<file path="config.mk">
export PLATFORM = sky130hd
export DESIGN_NAME = axis_bram_master_ifft
export DESIGN_NICKNAME = d
export VERILOG_FILES = /design/src/rtl/axis_bram_master_ifft.sv
export SDC_FILE = /design/constraint.sdc
export NUM_CORES = 1
export LEC_CHECK = 0
export CAP_MARGIN = 30
export CORE_UTILIZATION = 30
export CTS_CLUSTER_DIAMETER = 50
export DETAILED_ROUTE_END_ITERATION = 7
export GPL_TIMING_DRIVEN = 1
export HOLD_SLACK_MARGIN = 0.12
export PLACE_DENSITY = 0.52
export REMOVE_ABC_BUFFERS = 1
export SYNTH_ARGS = -nofsm -noshare
export SYNTH_HDL_FRONTEND = slang
export SYNTH_SLANG_ARGS = --single-unit
</file>
<file path="constraint.sdc">
create_clock -name clk -period 4.6 [get_ports clk]
set_clock_uncertainty 0.2 [all_clocks]
set_input_delay 0.46 -clock clk [delete_from_list [all_inputs] [get_ports clk]]
set_output_delay 0.46 -clock clk [all_outputs]
set_load 0.005 [all_outputs]
</file>
<file path="src/rtl/axis_bram_master_ifft.sv">
// IFFT output stage: reads FFT_SIZE complex words from BRAM, scales the real part and
// streams four samples per 64-bit AXI-stream beat. Optional feature macro: IFFT_OUT_SATURATE_EN.
`ifndef DATA_WIDTH
`define DATA_WIDTH 48
`endif
`ifndef ADDR_WIDTH
`define ADDR_WIDTH 12
`endif

module axis_bram_master_ifft #(
    parameter int FFT_SIZE     = 4096,
    parameter int SAMPLE_WIDTH = 16,
    parameter int SCALE_SHIFT  = 12
) (
    input  logic                   clk,
    input  logic                   reset,
    input  logic                   axis_bram_master_go,
    output logic                   axis_bram_master_busy,
    output logic                   axis_bram_master_done,
    output logic [`ADDR_WIDTH-1:0] axis_mem2m_raddr,
    output logic                   axis_mem2m_re,
    input  logic [`DATA_WIDTH-1:0] axis_mem2m_rdata,
    output logic                   m_axis_tvalid,
    input  logic                   m_axis_tready,
    output logic [63:0]            m_axis_tdata,
    output logic [7:0]             m_axis_tkeep,
    output logic                   m_axis_tlast,
    output logic                   ifft_sat_seen
);
    localparam int DW = `DATA_WIDTH;
    localparam int HW = DW / 2;
    localparam int AW = `ADDR_WIDTH;

    typedef enum logic [1:0] {IDLE = 2'd0, READ = 2'd1, DRAIN = 2'd2} state_t;

    state_t                  state_r;
    state_t                  state_s;
    logic [AW-1:0]           raddr_r;
    logic                    rd_valid_r;
    logic [1:0]              rd_lane_r;
    logic                    rd_last_r;
    logic [3*SAMPLE_WIDTH-1:0] pack_r;
    logic [63:0]             fifo_data_r [2];
    logic                    fifo_last_r [2];
    logic                    wr_ptr_r;
    logic                    rd_ptr_r;
    logic [1:0]              fifo_count_r;
    logic                    done_r;
    logic                    sat_r;

    logic                    busy_s;
    logic                    re_s;
    logic                    inflight_s;
    logic                    last_issue_s;
    logic                    push_s;
    logic                    pop_s;
    logic                    head_last_s;
    logic [SAMPLE_WIDTH-1:0] sample_s;
    logic                    sat_hit_s;
    logic                    unused_imag_s;

`ifdef IFFT_OUT_SATURATE_EN
    logic signed [HW-1:0]    scaled_s;

    // The scaled value fits the sample only if all bits above the sample's sign bit match it.
    function automatic logic needs_clamp(input logic signed [HW-1:0] v);
        return !((&v[HW-1:SAMPLE_WIDTH-1]) || !(|v[HW-1:SAMPLE_WIDTH-1]));
    endfunction

    function automatic logic [SAMPLE_WIDTH-1:0] clamp_value(input logic signed [HW-1:0] v);
        return v[HW-1] ? {1'b1, {(SAMPLE_WIDTH-1){1'b0}}} : {1'b0, {(SAMPLE_WIDTH-1){1'b1}}};
    endfunction
`endif

    assign unused_imag_s = ^axis_mem2m_rdata[HW-1:0];

    // State register.
    always_ff @(posedge clk) begin
        if (reset) begin
            state_r <= IDLE;
        end else begin
            state_r <= state_s;
        end
    end

    // Next-state logic.
    always_comb begin
        state_s = state_r;
        case (state_r)
            IDLE:    if (axis_bram_master_go) state_s = READ;  else state_s = IDLE;
            READ:    if (last_issue_s)        state_s = DRAIN; else state_s = READ;
            DRAIN:   if (pop_s && head_last_s) state_s = IDLE; else state_s = DRAIN;
            default: state_s = IDLE;
        endcase
    end

    // FSM outputs; a read needs room for its beat counting the one possibly in flight.
    always_comb begin
        busy_s = (state_r != IDLE);
        if (state_r == READ) begin
            re_s = (({1'b0, fifo_count_r} + {2'b00, inflight_s}) <= 3'd1);
        end else begin
            re_s = 1'b0;
        end
    end

    // Datapath decode: credit, FIFO handshakes and sample reduction.
    always_comb begin
        inflight_s   = rd_valid_r && (rd_lane_r == 2'd3);
        push_s       = inflight_s;
        last_issue_s = re_s && (raddr_r == AW'(FFT_SIZE - 1));
        pop_s        = (fifo_count_r != 2'd0) && m_axis_tready;
        head_last_s  = fifo_last_r[rd_ptr_r];
`ifdef IFFT_OUT_SATURATE_EN
        scaled_s = $signed(axis_mem2m_rdata[DW-1:HW]) >>> SCALE_SHIFT;
        if (needs_clamp(scaled_s)) begin
            sample_s  = clamp_value(scaled_s);
            sat_hit_s = rd_valid_r;
        end else begin
            sample_s  = scaled_s[SAMPLE_WIDTH-1:0];
            sat_hit_s = 1'b0;
        end
`else
        sample_s  = SAMPLE_WIDTH'($signed(axis_mem2m_rdata[DW-1:HW]) >>> SCALE_SHIFT);
        sat_hit_s = 1'b0;
`endif
    end

    // Read address generation and read-return tracking.
    always_ff @(posedge clk) begin
        if (reset) begin
            raddr_r    <= '0;
            rd_valid_r <= 1'b0;
            rd_lane_r  <= 2'd0;
            rd_last_r  <= 1'b0;
        end else begin
            if ((state_r == IDLE) && axis_bram_master_go) begin
                raddr_r <= '0;
            end else if (re_s) begin
                raddr_r <= raddr_r + AW'(1);
            end else begin
                raddr_r <= raddr_r;
            end
            rd_valid_r <= re_s;
            rd_lane_r  <= raddr_r[1:0];
            rd_last_r  <= last_issue_s;
        end
    end

    // Lane packing and the two-entry output FIFO; lane 3 goes straight into the FIFO.
    always_ff @(posedge clk) begin
        if (reset) begin
            pack_r         <= '0;
            fifo_data_r[0] <= 64'd0;
            fifo_data_r[1] <= 64'd0;
            fifo_last_r[0] <= 1'b0;
            fifo_last_r[1] <= 1'b0;
            wr_ptr_r       <= 1'b0;
            rd_ptr_r       <= 1'b0;
            fifo_count_r   <= 2'd0;
        end else begin
            if (rd_valid_r) begin
                case (rd_lane_r)
                    2'd0:    pack_r[SAMPLE_WIDTH-1:0]              <= sample_s;
                    2'd1:    pack_r[2*SAMPLE_WIDTH-1:SAMPLE_WIDTH]   <= sample_s;
                    2'd2:    pack_r[3*SAMPLE_WIDTH-1:2*SAMPLE_WIDTH] <= sample_s;
                    default: pack_r <= pack_r;
                endcase
            end
            if (push_s) begin
                fifo_data_r[wr_ptr_r] <= {sample_s, pack_r};
                fifo_last_r[wr_ptr_r] <= rd_last_r;
                wr_ptr_r              <= ~wr_ptr_r;
            end
            if (pop_s) begin
                rd_ptr_r <= ~rd_ptr_r;
            end
            fifo_count_r <= fifo_count_r + {1'b0, push_s} - {1'b0, pop_s};
        end
    end

    // Frame-complete pulse and sticky saturation flag.
    always_ff @(posedge clk) begin
        if (reset) begin
            done_r <= 1'b0;
            sat_r  <= 1'b0;
        end else begin
            done_r <= (state_r == DRAIN) && pop_s && head_last_s;
            if ((state_r == IDLE) && axis_bram_master_go) begin
                sat_r <= 1'b0;
            end else if (sat_hit_s) begin
                sat_r <= 1'b1;
            end else begin
                sat_r <= sat_r;
            end
        end
    end

    assign axis_bram_master_busy = busy_s;
    assign axis_bram_master_done = done_r;
    assign axis_mem2m_raddr      = raddr_r;
    assign axis_mem2m_re         = re_s;
    assign m_axis_tvalid         = (fifo_count_r != 2'd0);
    assign m_axis_tdata          = fifo_data_r[rd_ptr_r];
    assign m_axis_tlast          = fifo_last_r[rd_ptr_r];
    assign m_axis_tkeep          = 8'hFF;
    assign ifft_sat_seen         = sat_r;

endmodule

</file>
==> results of run 1 <==
registers in the layout, indices dropped and copies added (netlist names), named ones only:
signal                 flops
axis_bram_master_done      1
axis_mem2m_raddr          12
fifo_count_r               2
fifo_data_r               96
fifo_last_r                2
pack_r                    36
rd_lane_r                  2
rd_last_r                  1
rd_ptr_r                   1
rd_valid_r                 1
state_r                    2
wr_ptr_r                   1
layout by cell type, fill, tap and decap left out, types with 2 or more instances in the layout:
cell / instances
conb_1: 9
mux2i_1: 25
dfxtp_1: 59
nor3b_4: 3
and3_1: 2
inv_8: 2
ha_1: 7
inv_1: 6
edfxtp_1: 98
o21ai_0: 6
nor2_1: 39
nor2b_1: 3
nor4b_1: 2
clkdlybuf4s50_1: 95
buf_4: 7
o211ai_1: 3
clkinv_2: 3
xor2_1: 7
or2_2: 2
inv_6: 5
xnor2_1: 2
clkinvlp_4: 3
and2_1: 99
a21oi_1: 18
or3_1: 6
clkbuf_16: 17
nand2_1: 30
mux2_2: 49
nand3_1: 4
worst max-delay path: cells and delay by family, from the launching register on:
family	cells	cell delay, ns
buf+inv	4	0.79
simple gates	2	0.73
fa+ha+maj	2	0.49
flops	1	0.42
compound gates	1	0.18
power by group:
| part | total [mW] | internal, mW | switching, mW |
|---|---|---|---|
| Sequential | 1.60 | 1.56 | 0.0426 |
| Combinational | 0.650 | 0.384 | 0.267 |
| Clock | 1.28 | 0.700 | 0.582 |
| Total | 3.53 | 2.64 | 0.891 |
logic make-up (layout without fill, tap and decap cells):
logic type / count (synthesis) / count (layout) / synth area share
AOI/OAI and AO/OA: 35 / 35 / 0.0326
xor gates and xnor gates: 9 / 9 / 0.0117
adders and majority gates: 7 / 7 / 0.0129
buffers and inverters: 57 / 144 / 0.0466
DFF: 158 / 158 / 0.613
muxes: 74 / 74 / 0.119
other: 2 / 10 / 0.00111
and+or+nand+nor: 198 / 198 / 0.164
final timing paths:
check / start / to / slack [ns] / cells after the start
hold reg to reg: pack_r[42]$_SDFFE_PP0P_ / pack_r[42]$_SDFFE_PP0P_ / 0.26 / 2
hold / removal: pack_r[42]$_SDFFE_PP0P_ / pack_r[42]$_SDFFE_PP0P_ / 0.26 / 2
setup / recovery: rd_lane_r[0]$_SDFF_PP0_ / axis_mem2m_re / 0.92 / 9
setup reg to reg: rd_lane_r[0]$_SDFF_PP0_ / fifo_data_r[1][41]$_SDFFCE_PN0P_ / 1.41 / 5
metrics by stage:
stage | cell area (sq um) | hold WS, ns | power (mW) | instances | utilization
6_report | 8490 | 0.260 | 3.53 | 915 | 0.387
5_1_grt | 8490 | 0.279 | 3.70 | 914 | 0.386
4_1_cts | 8490 | 0.262 | 3.58 | 914 | 0.386
3_5_place_dp | 7950 | 0.254 | 2.29 | 882 | 0.362
3_3_place_gp | 7890 | 0.246 | 2.27 | 879 | 0.359
2_1_floorplan | 6500 | 0.234 | 1.93 | 496 | -
synthesized netlist by cell type (2+ instances only):
cell type / number / area [sq um]
buf_4: 25 / 188
o211ai_1: 3 / 22.5
or2_1: 2 / 12.5
a21oi_1: 18 / 90.1
nor4b_1: 2 / 17.5
xor2_1: 7 / 61.3
nor3b_2: 2 / 25.0
nor2b_1: 3 / 18.8
ha_1: 7 / 87.6
xnor2_1: 2 / 17.5
mux2_2: 49 / 552
conb_1: 2 / 7.51
o21ai_0: 6 / 30.0
or3_1: 6 / 37.5
inv_1: 6 / 22.5
nand2_1: 30 / 113
edfxtp_1: 98 / 2940
and2_1: 99 / 619
nand3_1: 4 / 20.0
buf_1: 4 / 15.0
buf_2: 6 / 30.0
dfxtp_1: 60 / 1200
clkbuf_1: 16 / 60.1
mux2i_1: 25 / 250
nor2_1: 39 / 146
and3_1: 2 / 12.5
final cells by class:
cell class | instances | area share
sequential | 158 | 0.488
multi-input combinational | 332 | 0.278
timing repair buffer | 106 | 0.126
clock buffer | 18 | 0.0506
tap | 280 | 0.0413
clock inverter | 14 | 0.0127
inverter | 6 | 0.00265
antenna | 1 | 0.000295
per-layer routing:
layer | share of wire | GRT usage
met1 | 0.45 | 0.157
met2 | 0.48 | 0.211
met3 | 0.057 | 0.0455
met4 | 0.0099 | 0.0340
met5 | 0 | 0
==> results.json, run 1 <==
{
  "status": "complete, but fails checks",
  "violations": "DRC",
  "syn_inst": 540,
  "dp_hpwl_microns": 8420,
  "worst_path_most_repeated_cell": "inv_1",
  "dp_slack_ns": 1.31,
  "hold_violations": 0,
  "avgSynthCellArea_sq_um": 12.5,
  "drc": 16,
  "syn_area_sq_um": 6760,
  "io_pins": 142,
  "ys_types": 43,
  "dieArea_sq_um": 23200,
  "ctsHoldBuffers": 0,
  "cp_cell_sequence": "nand3_1 -> inv_1 -> ha_1 -> inv_1 -> ha_1 -> nor3b_4 -> o21ai_2 -> inv_1 -> clkdlybuf4s50_1",
  "drv_slew": 0,
  "irDropWorstVdd_mv": 0.245,
  "fin_ws_ns": 0.921,
  "start_kind": "flip-flop",
  "drt_iter0_drc": 229,
  "fmax_mhz": 272,
  "fin_crit_sh": 0.800,
  "power.leakage_nw": 3.19,
  "num_vias": 4113,
  "h-tree-depth": 4,
  "tightest_slew_ns": 0.731,
  "cts_setup_buffers": 0,
  "regArea_sq_um": 4150,
  "period_needed_ns": 3.68,
  "tns_ns": 0,
  "die_h_microns": 152,
  "core_area_sq_um": 22000,
  "ys_ff_latch": 158,
  "drt-wirelength-per-cell_microns": 15.4,
  "power_density_nw_per_um2": 416,
  "synth_edf_count": 98,
  "ys_warn_count": 0,
  "rsz0062_at_grt": "false",
  "nFillCells": 2105,
  "routabilityCongestion": 0.738,
  "critPathCaptureType": "output port",
  "nets": 680,
  "crit_fanout": 6,
  "grt_first_pass_wirelength_microns": 22700,
  "max_cap_viol_count": 0,
  "initial_core_util": 0.308,
  "grt.total_usage": 0.128,
  "holdCritPathClass": "flip-flop to flip-flop",
  "clock-root-buffer": "clkbuf_16",
  "num_rows": 54,
  "timing.slew.headroom": 0.512,
  "report.final.setup_viol": 0,
  "drt-total-wl_microns": 14100,
  "cts_tree": "done",
  "area_growth_pct": 25.5,
  "die_w_microns": 152,
  "grt_remaining_overflow": 0,
  "clk_latency_ns": 0.42,
  "critPathArrivalTime_ns": 3.02,
  "synth-async-reset-ratio": 0,
  "clock_path_buffers": 2,
  "grt_max_degree": 53,
  "critPathMaxStageDelay_ns": 0.50,
  "postRouteAntennaNets": 0,
  "crit_slowest_cell": "clkdlybuf4s50_1",
  "antenna_found_initial": 0,
  "cts-buffers-inserted": 17,
  "final_layout_size_suffix_gt1_frac": 0.162,
  "cts_resized": 0,
  "required_ns": 3.94,
  "grt_pass1_vias": 4204,
  "multi_input_area_sq_um": 2360,
  "dr.pass1.iters": 6,
  "portBuffers": 96,
  "vias_per_cell": 4.50,
  "cts_sinks": 158,
  "critPathKind": "flip-flop to output port",
  "synthFlopType": "edfxtp_1",
  "clk_pin_slew_worst_paths_ns": 0.06,
  "ys_seq_area_frac": 0.613
}
(Power assumes the default switching activity.)
==> run 2: changes to the inputs <==
==> constraint.sdc (replaced) <==
create_clock -name clk -period 3.65 [get_ports clk]
set_clock_uncertainty 0.2 [all_clocks]
set_input_delay 0.365 -clock clk [delete_from_list [all_inputs] [get_ports clk]]
set_output_delay 0.365 -clock clk [all_outputs]
set_load 0.005 [all_outputs]
==> results.json, run 2 (synthesized netlist as in run 1, its figures left out) <==
{
  "tightest_slew_ns": 0.879,
  "antenna_found_initial": 0,
  "status": "complete, but fails checks",
  "crit_fanout": 6,
  "critPathMaxStageDelay_ns": 0.49,
  "max_flop_register": "fifo_data_r",
  "num_rows": 54,
  "grt_first_pass_wirelength_microns": 22100,
  "ctsHoldBuffers": 0,
  "cts_setup_buffers": 0,
  "drt-wirelength-per-cell_microns": 15.4,
  "crit_family": "buffers and inverters",
  "grt.total_usage": 0.125,
  "portBuffers": 96,
  "layout_commonest_cell": "and2_1",
  "swShare": 0.237,
  "grt_pass1_vias": 4049,
  "critPathKind": "flip-flop to output port",
  "power_frac_seq": 0.452,
  "reg2reg_from": "rd_lane_r[0]$_SDFF_PP0_",
  "cp-startpoint": "rd_lane_r[0]$_SDFF_PP0_",
  "fin_crit_sh": 0.917,
  "initial_core_util": 0.308,
  "start_kind": "flip-flop",
  "num_vias": 4093,
  "vias_per_cell": 4.47,
  "routabilityCongestion": 0.733,
  "max_cap_viol_count": 0,
  "final_layout_size_suffix_gt1_frac": 0.159,
  "dp_hpwl_microns": 8400,
  "cts_tree": "done",
  "tns_ns": 0,
  "timing.slew.headroom": 0.412,
  "grt_max_degree": 50,
  "holdCritPathClass": "primary input to flip-flop",
  "place_area_sq_um": 7940,
  "io_pins": 142,
  "report.final.setup_viol": 0,
  "h-tree-depth": 4,
  "drt_iter0_drc": 148,
  "clock_path_buffers": 2,
  "required_ns": 3.08,
  "crit_slowest_cell": "clkdlybuf4s50_1",
  "die_h_microns": 152,
  "critPathArrivalTime_ns": 2.78,
  "violations": "DRC",
  "power.leakage_nw": 3.19,
  "dieArea_sq_um": 23200,
  "largest_reg_flops": 96,
  "power_frac_comb": 0.176,
  "grt_remaining_overflow": 0,
  "postRouteAntennaNets": 0,
  "power_density_nw_per_um2": 530,
  "fmax_mhz": 299,
  "clk_pin_slew_worst_paths_ns": 0.06,
  "cts_sinks": 158,
  "cts_resized": 0,
  "area_growth_pct": 25.7,
  "cp_cell_sequence": "nand3_1 -> buf_4 -> inv_1 -> ha_1 -> inv_1 -> ha_1 -> nor3b_4 -> o21ai_2 -> inv_1 -> clkdlybuf4s50_1",
  "drt-total-wl_microns": 14100,
  "most-common-layout-cells": "and2_1 (99), edfxtp_1 (98), clkdlybuf4s50_1 (95)",
  "irDropWorstVdd_mv": 0.279,
  "fin_area_sq_um": 8500,
  "crit_buf_inv": 5,
  "hold_violations": 0,
  "cts-buffers-inserted": 17,
  "worst_hold_startpoint": "reset",
  "critPathCaptureType": "output port",
  "p_int_mw": 3.44,
  "rsz0062_at_grt": "false",
  "core_area_sq_um": 22000,
  "nets": 680,
  "clock-root-buffer": "clkbuf_16",
  "clkPwrFrac": 0.372,
  "drv_slew": 0,
  "period_needed_ns": 3.35,
  "die_w_microns": 152,
  "p_sw_mw": 1.07,
  "clk_latency_ns": 0.42,
  "drc": 16,
  "worst_path_most_repeated_cell": "inv_1",
  "dr.pass1.iters": 8
}
[run 2: worst paths after layout]
check / end / slack [ns] / cells past startpoint
min reg2reg: pack_r[43]$_SDFFE_PP0P_ / 0.26 / 2
max: axis_mem2m_re / 0.30 / 10
max reg2reg: axis_mem2m_raddr[9]$_SDFFE_PP0P_ / 0.90 / 10
min: flip-flop / 0.15 / 2
[run 2: worst register-to-register path, stage by stage, from the launching register on]
cell	delay, ns
dfxtp_1	0.42
nand3_1	0.10
buf_4	0.19
inv_1	0.06
ha_1	0.15
inv_1	0.06
ha_1	0.31
nor3b_4	0.33
o2111ai_2	0.29
or3_1	0.41
a21oi_1	0.16
[run 2: area by class of cell]
type | instances | area, sq um
clock inverter | 8 | 81.3
inverter | 6 | 22.5
multi-input combinational | 332 | 2360
tap | 280 | 350
fill | 2093 | 13500
sequential | 158 | 4150
antenna | 1 | 2.50
clock buffer | 24 | 482
timing repair buffer | 106 | 1060
[run 2: through the flow]
| stage | setup WS (ns) | power (mW) | util | cells | hold WS, ns |
|---|---|---|---|---|---|
| 3_3_place_gp | 0.723 | 2.87 | 0.360 | 880 | 0.246 |
| 2_1_floorplan | 0.0423 | 2.43 | - | 496 | 0.231 |
| 5_1_grt | 0.154 | 4.70 | 0.387 | 914 | 0.156 |
| 6_report | 0.305 | 4.50 | 0.387 | 915 | 0.147 |
| 4_1_cts | 0.260 | 4.57 | 0.387 | 914 | 0.134 |
| 3_5_place_dp | 0.744 | 2.88 | 0.361 | 882 | 0.253 |
[run 2: metal layers]
metal  share of wire  global-route usage  vias up
li1                -                   -     1993
met3           0.051              0.0367       13
met2            0.48               0.210      107
met1            0.45               0.153     1980
met4           0.013              0.0452        0
met5               0                   0        -
[run 2: power groups by stage]
stage	Clock [mW]	Sequential, mW	Combinational, mW
2_1_floorplan	0	2.08	0.356
3_3_place_gp	0	2.07	0.795
3_5_place_dp	0	2.08	0.803
4_1_cts	1.72	2.04	0.809
5_1_grt	1.80	2.05	0.854
6_report	1.68	2.04	0.793
==> run 3: changes to the inputs <==
--- a/config.mk
+++ b/config.mk
@@ -6,12 +6,12 @@
 export NUM_CORES = 1
 export LEC_CHECK = 0
 export CAP_MARGIN = 30
-export CORE_UTILIZATION = 30
+export CORE_UTILIZATION = 35
 export CTS_CLUSTER_DIAMETER = 50
 export DETAILED_ROUTE_END_ITERATION = 7
 export GPL_TIMING_DRIVEN = 1
 export HOLD_SLACK_MARGIN = 0.12
-export PLACE_DENSITY = 0.52
+export PLACE_DENSITY = 0.58
 export REMOVE_ABC_BUFFERS = 1
 export SYNTH_ARGS = -nofsm -noshare
 export SYNTH_HDL_FRONTEND = slang
==> results.json, run 3 (synthesized netlist as in run 1, its figures left out) <==
{
  "multi_input_area_sq_um": 2360,
  "max_flop_register": "fifo_data_r",
  "power.leakage_nw": 3.24,
  "crit_fanout": 6,
  "tns_ns": 0,
  "portBuffers": 96,
  "cp_cell_sequence": "nand3_1 -> buf_4 -> inv_1 -> ha_1 -> inv_1 -> ha_1 -> nor3b_4 -> o21ai_2 -> inv_1 -> clkdlybuf4s50_1",
  "dr.pass1.iters": 4,
  "most-common-layout-cells": "and2_1 (99), edfxtp_1 (98), clkdlybuf4s50_1 (95)",
  "fin_crit_sh": 0.928,
  "drt_iter0_drc": 148,
  "layout_commonest_cell": "and2_1",
  "critPathArrivalTime_ns": 2.82,
  "rsz0062_at_grt": "false",
  "place_area_sq_um": 7940,
  "dp_slack_ns": 0.686,
  "crit_buf_inv": 5,
  "fmax_mhz": 295,
  "io_pins": 142,
  "die_w_microns": 141,
  "reg2reg_slack_ns": 0.88,
  "critPathCaptureType": "output port",
  "ctsHoldBuffers": 0,
  "irDropWorstVdd_mv": 0.334,
  "clk_latency_ns": 0.41,
  "nets": 682,
  "cts-buffers-inserted": 17,
  "area_growth_pct": 26.5,
  "routabilityCongestion": 0.749,
  "h-tree-depth": 4,
  "clk_pin_slew_worst_paths_ns": 0.06,
  "period_needed_ns": 3.39,
  "drc": 0,
  "busiest_layer": "met2",
  "crit_slowest_cell": "clkdlybuf4s50_1",
  "power_density_nw_per_um2": 538,
  "postRouteAntennaNets": 0,
  "grt_remaining_overflow": 0,
  "timing.slew.headroom": 0.458,
  "nFillCells": 1681,
  "fin_ws_ns": 0.264,
  "dieArea_sq_um": 19900,
  "clock_path_buffers": 2,
  "die_h_microns": 141,
  "use_met3": 0.0469,
  "start_kind": "flip-flop",
  "drt-total-wl_microns": 13500,
  "fin_area_sq_um": 8550,
  "regArea_sq_um": 4150,
  "post-route-util": 0.454,
  "grt_max_degree": 50,
  "drt-wirelength-per-cell_microns": 15.1,
  "critPathKind": "flip-flop to output port",
  "num_rows": 50,
  "core_area_sq_um": 18800,
  "met1_usage": 0.174,
  "cts_setup_buffers": 0,
  "largest_reg_flops": 96,
  "critPathMaxStageDelay_ns": 0.49,
  "vias_per_cell": 4.55,
  "report.final.setup_viol": 0,
  "cts_resized": 0,
  "drv_slew": 0,
  "antenna_found_initial": 0,
  "tightest_slew_ns": 0.813,
  "clock-root-buffer": "clkbuf_16",
  "worst_path_most_repeated_cell": "inv_1",
  "grt.total_usage": 0.142,
  "dp_hpwl_microns": 8460,
  "hold_violations": 0,
  "num_vias": 4074,
  "grt_pass1_vias": 4005,
  "gr-usage-met2": 0.239,
  "crit_family": "buffers and inverters",
  "status": "finished clean",
  "antenna_cells": 0,
  "cts_tree": "done",
  "max_cap_viol_count": 0,
  "cts_sinks": 158,
  "holdWs_ns": 0.180,
  "required_ns": 3.08,
  "initial_core_util": 0.359,
  "final_layout_size_suffix_gt1_frac": 0.164,
  "holdCritPathClass": "primary input to flip-flop",
  "grt_first_pass_wirelength_microns": 21300
}
run 3: worst paths after layout:
check	end	depth (start not counted)	from
hold / removal	rd_last_r$_SDFF_PP0_	2	reset
setup / recovery	axis_mem2m_re	10	rd_lane_r[0]$_SDFF_PP0_
setup reg to reg	state_r[1]$_SDFF_PP0_	10	rd_lane_r[0]$_SDFF_PP0_
hold reg to reg	pack_r[37]$_SDFFE_PP0P_	2	pack_r[37]$_SDFFE_PP0P_
run 3: per-layer routing:
metal	wire [microns]	part of all wire	up-vias
li1	-	-	1997
met1	6150	0.46	1971
met2	6590	0.49	98
met3	673	0.050	8
met4	97	0.0072	0
met5	0	0	-
run 3: cell type report:
cell class	count	area share
Clock inverter	7	0.00819
Tap cell	260	0.0380
Multi-Input combinational cell	332	0.276
Inverter	6	0.00263
Clock buffer	25	0.0630
Sequential cell	158	0.485
Timing Repair Buffer	108	0.127
run 3: power by group:
part	internal, mW	total, mW	leakage, nW	switching (mW)
Sequential	1.96	2.04	1.50	0.0803
Clock	1.10	1.77	0.304	0.673
Combinational	0.481	0.786	1.44	0.305
Total	3.54	4.60	3.24	1.06
run 3: metrics by stage:
stage / power [mW] / instances
after floorplan: 2.43 / 496
after global placement: 2.86 / 861
after detailed placement: 2.88 / 864
after CTS: 4.66 / 896
after global routing: 4.79 / 896
final: 4.60 / 896
